### src/rtl/alu_arb_pkg.sv
// rtl/alu_arb_pkg.sv - shared constants, state codes and helpers for the ALU share arbiter
package alu_arb_pkg;

   localparam int XLEN_DEF   = 32;
   localparam int CTRL_W_DEF = 4;
   localparam int TAG_W_DEF  = 5;

   localparam int P_INT = 0;
   localparam int P_FP  = 1;

   typedef logic [1:0] state_t;
   localparam state_t IDLE  = 2'd0;
   localparam state_t ISSUE = 2'd1;
   localparam state_t RESP  = 2'd2;

   function automatic logic [1:0] port_onehot(input logic port);
      return port ? 2'b10 : 2'b01;
   endfunction

endpackage

### src/rtl/rr_arb2.sv
// rtl/rr_arb2.sv - two-way round-robin grant; rr_last moves only when a grant is taken
module rr_arb2
   import alu_arb_pkg::*;
(
   input  logic       clk,
   input  logic       rst_n,
   input  logic       enable,
   input  logic [1:0] valid,
   output logic [1:0] grant
);

   logic rr_last;

   // A grant is only ever raised toward a valid port, so any grant is a handshake.
   always_comb begin
      grant = 2'b00;
      if (enable) begin
         if (valid[P_INT] && (!valid[P_FP] || rr_last))
            grant[P_INT] = 1'b1;
         else if (valid[P_FP])
            grant[P_FP] = 1'b1;
      end
   end

   always_ff @(posedge clk or negedge rst_n) begin
      if (!rst_n)
         rr_last <= 1'b1;
      else if (|grant)
         rr_last <= grant[P_FP];
   end

endmodule

### src/rtl/alu_share_arbiter.sv
// rtl/alu_share_arbiter.sv - shares one integer ALU between the INT EX stage and FP-side helpers
// Optional ALU busy-cycle counter enabled by ALU_ARB_UTIL_CNT_EN.
module alu_share_arbiter
   import alu_arb_pkg::*;
#(
   parameter int XLEN   = XLEN_DEF,
   parameter int CTRL_W = CTRL_W_DEF,
   parameter int TAG_W  = TAG_W_DEF
) (
   input  logic              clk,
   input  logic              rst_n,
   input  logic              flush,
   input  logic [1:0]        req_valid,
   output logic [1:0]        req_ready,
   input  logic [CTRL_W-1:0] req_ctrl0,
   input  logic [CTRL_W-1:0] req_ctrl1,
   input  logic [XLEN-1:0]   req_a0,
   input  logic [XLEN-1:0]   req_a1,
   input  logic [XLEN-1:0]   req_b0,
   input  logic [XLEN-1:0]   req_b1,
   input  logic [TAG_W-1:0]  req_tag0,
   input  logic [TAG_W-1:0]  req_tag1,
   output logic [CTRL_W-1:0] alu_control,
   output logic [XLEN-1:0]   alu_a,
   output logic [XLEN-1:0]   alu_b,
   input  logic [XLEN-1:0]   alu_result,
   input  logic              alu_zero,
   output logic [1:0]        rsp_valid,
   input  logic [1:0]        rsp_ready,
   output logic [XLEN-1:0]   rsp_data,
   output logic              rsp_zero,
   output logic [TAG_W-1:0]  rsp_tag
`ifdef ALU_ARB_UTIL_CNT_EN
   ,
   output logic [31:0]       busy_cnt
`endif
);

   state_t     state;
   logic       owner;
   logic [1:0] grant;
   logic       handshake;
   logic       rsp_done;

   rr_arb2 u_rr_arb2 (
      .clk    (clk),
      .rst_n  (rst_n),
      .enable (state == IDLE && !flush),
      .valid  (req_valid),
      .grant  (grant)
   );

   assign req_ready = grant;
   assign handshake = |grant;
   assign rsp_valid = (state == RESP) ? port_onehot(owner) : 2'b00;
   assign rsp_done  = (state == RESP) && rsp_ready[owner];

   // ALU operands only load on a handshake so the ALU inputs stay quiet while idle.
   always_ff @(posedge clk or negedge rst_n) begin
      if (!rst_n) begin
         state       <= IDLE;
         owner       <= 1'b0;
         alu_control <= '0;
         alu_a       <= '0;
         alu_b       <= '0;
         rsp_data    <= '0;
         rsp_zero    <= 1'b0;
         rsp_tag     <= '0;
      end else begin
         case (state)
            IDLE: begin
               if (handshake) begin
                  state       <= ISSUE;
                  owner       <= grant[P_FP];
                  alu_control <= grant[P_FP] ? req_ctrl1 : req_ctrl0;
                  alu_a       <= grant[P_FP] ? req_a1    : req_a0;
                  alu_b       <= grant[P_FP] ? req_b1    : req_b0;
                  rsp_tag     <= grant[P_FP] ? req_tag1  : req_tag0;
               end
            end
            ISSUE: begin
               if (flush) begin
                  state <= IDLE;
               end else begin
                  rsp_data <= alu_result;
                  rsp_zero <= alu_zero;
                  state    <= RESP;
               end
            end
            RESP: begin
               if (flush || rsp_done)
                  state <= IDLE;
            end
            default: state <= IDLE;
         endcase
      end
   end

`ifdef ALU_ARB_UTIL_CNT_EN
   always_ff @(posedge clk or negedge rst_n) begin
      if (!rst_n)
         busy_cnt <= 32'd0;
      else if (state == ISSUE)
         busy_cnt <= busy_cnt + 32'd1;
   end
`endif

endmodule
### config.mk
export PLATFORM = sky130hd
export DESIGN_NAME = alu_share_arbiter
export DESIGN_NICKNAME = d
export VERILOG_FILES = /design/src/rtl/alu_arb_pkg.sv /design/src/rtl/rr_arb2.sv /design/src/rtl/alu_share_arbiter.sv
export SDC_FILE = /design/constraint.sdc
export NUM_CORES = 1
export LEC_CHECK = 0
export BUFFER_PORTS_ARGS = -buffer_cell sky130_fd_sc_hd__buf_2
export CAP_MARGIN = 20
export CELL_PAD_IN_SITES_DETAIL_PLACEMENT = 0
export CELL_PAD_IN_SITES_GLOBAL_PLACEMENT = 2
export CORE_MARGIN = 3
export CORE_UTILIZATION = 25
export DETAILED_ROUTE_END_ITERATION = 6
export GPL_ROUTABILITY_DRIVEN = 0
export GPL_TIMING_DRIVEN = 0
export PLACE_DENSITY = 0.86
export SYNTH_ARGS = -nofsm -noshare
export SYNTH_HDL_FRONTEND = slang
export SYNTH_SLANG_ARGS = --single-unit
### constraint.sdc
create_clock -name clk -period 2.2 [get_ports clk]
set_input_delay 0.22 -clock clk [delete_from_list [all_inputs] [get_ports clk]]
set_output_delay 0.22 -clock clk [all_outputs]
set_load 0.005 [all_outputs]
==> metrics <==
status finished clean; sequential-to-total area share from yosys stat 0.592; DRC Markers 0; Clock Tree Root clkbuf_16; GRT Total Usage 0.149; Skew-Pair Late Insertion Delay 0.35 ns; initial drt markers 136; Synth top area share 0.586; Final Instance Area 6820 um2; Syn Nets between 500 and 600; Die Height approximately 140 um; n_diodes 0; initial antenna violation count 1; Crit Path Max Fanout 10; Die ar. between 20000 and 25000 um2; final worst-path cycle share 0.941; RSZ-0062 raised after global routing no; # setup viols final 0; peak supply drop between 300 and 400 uV; Post-Syn Area around 4700 um2; Placed Area about 6400 um2; IO Pins 296; cell taking the most area after synthesis dfrtp_1; Max clock buf depth 2; worst r2r path cells 6; Hold Violations, Final 0; Synthesis Warnings 0; ys async rst share 1.00; minimum clock period around 2.1 ns; Core Util, Final 0.376; Clock Sinks 110; Final ANT Viol Nets 0; via-per-instance ratio 4.77; critical path class flip-flop to output port; crit path DAT approximately 1.9 ns; Final Max Slew Viols 0; r2r endpoint alu_a[30]; CTS clk-pin slew, worst paths 0.08 ns; routed vias ~4200; FP Rows just under 50; first-pass GRT wire length about 24 mm; Gate Count Post-Synth between 300 and 400; vias in the first global route approximately 4600; LEAKAGE roughly 3.7 nW; Hold Path Class input pin to flip-flop; wire per inst around 18 um; most frequent cell after synthesis dfrtp_1; die width 142 um; CP required between 1.5 and 2 ns; Area contributors post-synth dfrtp_1, a221o_1, and3_1; Synth cell types 24; CTS tree yes; layout cells sized above 1 0.565; Startpoint Class flip-flop; commonest register cell after synthesis dfrtp_1; flops & latches, synth 110; Initial Util 0.256; setup ws final approximately 0.13 ns; worst r2r src state[1]; post-route clock skew roughly 0.0072 ns; reg2reg setup slack approximately 0.22 ns; # port buffers between 200 and 300; Avg Inst Size Synth 13.6 um2; DRT Pass-1 Iters 4; worst slew pin tran ~0.83 ns; source of the critical timing path state[1]; Area Growth Syn to Fin 46.7%; highest clock rate 0.483 GHz; area of the core ~18000 um2; nets 838; total grt overflow 0; DPL Wire Length approximately 12 mm; Slew HR 0.444; Min Hold Slack 0.0890 ns; Post-synth EDFFs 0; Setup Slack @ Placement -0.171 ns; Worst Setup End Kind output port; pwr/cell area ~950 nW/um2; Pwr Total around 6.5 mW; Num CTS Buffers 9; most common library cells after synthesis dfrtp_1, a221o_1, and3_1; total wire length between 15 and 20 mm; max-cap violation count 0; largest net degree at the start of global routing 64; critical path endpoint req_ready[0]; H-tree depth 3
-- metrics by stage --
stage,TNS (ns),std cells
final,0,886
after global placement,-40.35,867
after global routing,0,886
after CTS,0,886
after detailed placement,-3.92,868
after floorplan,0,343
-- worst min path at each step --
stage               slack, ns      endpoint         from  cells past startpoint
floorplan               -0.08      alu_a[0]        rst_n                      0
global route             0.08    rsp_tag[0]  req_tag0[0]                      2
finish                   0.09     alu_b[12]   req_b0[12]                      2
global placement         0.44      state[1]        flush                      2
detailed placement       0.36  rsp_data[10]        rst_n                      1
CTS                      0.06     alu_b[12]   req_b0[12]                      2
-- sequential cells by signal (all words and copies together), names as in the netlist --
name / flops
alu_a: 32
alu_b: 32
alu_control: 4
owner: 1
rsp_data: 32
rsp_tag: 5
rsp_zero: 1
state: 2
u_rr_arb2.rr_last: 1
-- routing by layer --
metal / GRT usage / wire (um) / up-vias
met5: 0 / 13 / -
met4: 0.0480 / 234 / 2
met3: 0.0373 / 1220 / 17
met2: 0.253 / 7480 / 196
met1: 0.186 / 6660 / 2044
li1: - / - / 1966
-- power by group --
group / leakage, nW / switching [mW] / internal (mW) / total (mW)
registers: 1.34 / 0.317 / 2.58 / 2.90
logic: 2.22 / 0.754 / 1.00 / 1.76
clock network: 0.166 / 0.805 / 1.03 / 1.83
total: 3.73 / 1.88 / 4.62 / 6.49
-- what timing repair did --
item	in CTS	in global routing
pin swaps	2	0
hold buffers	1	0
buffers inserted	1	0
gates resized for setup	4	3
setup endpoints to repair	42	2
hold endpoints to repair	61	0
-- final cells by class --
type,count,area (um2)
sequential,110,2750
multi-input combinational,197,1700
inverter,1,3.75
fill,1821,11300
clock inverter,7,114
clock buffer,9,225
tap,229,287
timing repair buffer,298,1520
buffer,35,211
-- worst max-delay path: stages (launching register included) --
cell and delay [ns]:
dfrtp_1 0.46, or3_1 0.45, nor3b_4 0.22, clkbuf_4 0.23, buf_2 0.13
-- cell usage in the layout, fill, tap and decap left out --
| cell type | synthesis | layout |
|---|---|---|
| a21oi_1 | 1 | 1 |
| a221o_1 | 73 | 73 |
| and2_1 | 1 | 1 |
| and3_1 | 73 | 73 |
| and3b_1 | 1 | 1 |
| buf_16 | 0 | 1 |
| buf_2 | 8 | 301 |
| buf_4 | 3 | 5 |
| buf_6 | 7 | 7 |
| bufinv_16 | 0 | 2 |
| clkbuf_1 | 17 | 14 |
| clkbuf_16 | 0 | 9 |
| clkbuf_2 | 0 | 3 |
| clkbuf_4 | 0 | 1 |
| clkinv_8 | 0 | 1 |
| dfrtp_1 | 109 | 109 |
| dfstp_2 | 1 | 1 |
| dlygate4sd3_1 | 0 | 1 |
| inv_1 | 1 | 1 |
| inv_6 | 0 | 3 |
| inv_8 | 0 | 1 |
| mux2_2 | 33 | 33 |
| mux2i_1 | 1 | 1 |
| nand2_1 | 1 | 1 |
| nand2b_1 | 1 | 1 |
| nand3b_1 | 1 | 1 |
| nor2_1 | 4 | 4 |
| nor2b_1 | 1 | 1 |
| nor3b_1 | 1 | 1 |
| nor3b_2 | 2 | 1 |
| nor3b_4 | 0 | 1 |
| nor4b_4 | 0 | 1 |
| o21bai_1 | 1 | 1 |
| or3_1 | 1 | 1 |
-- cell families (layout without fill, tap and decap cells) --
family	count (synthesis)	count (layout)	share of synthesized area
AOI/OAI and AO/OA	75	75	0.160
buffers and inverters	36	350	0.0449
DFF	110	110	0.592
muxes	34	34	0.0820
and+or+nand+nor	88	88	0.121
No activity file was read; power rests on OpenSTA's default activity.
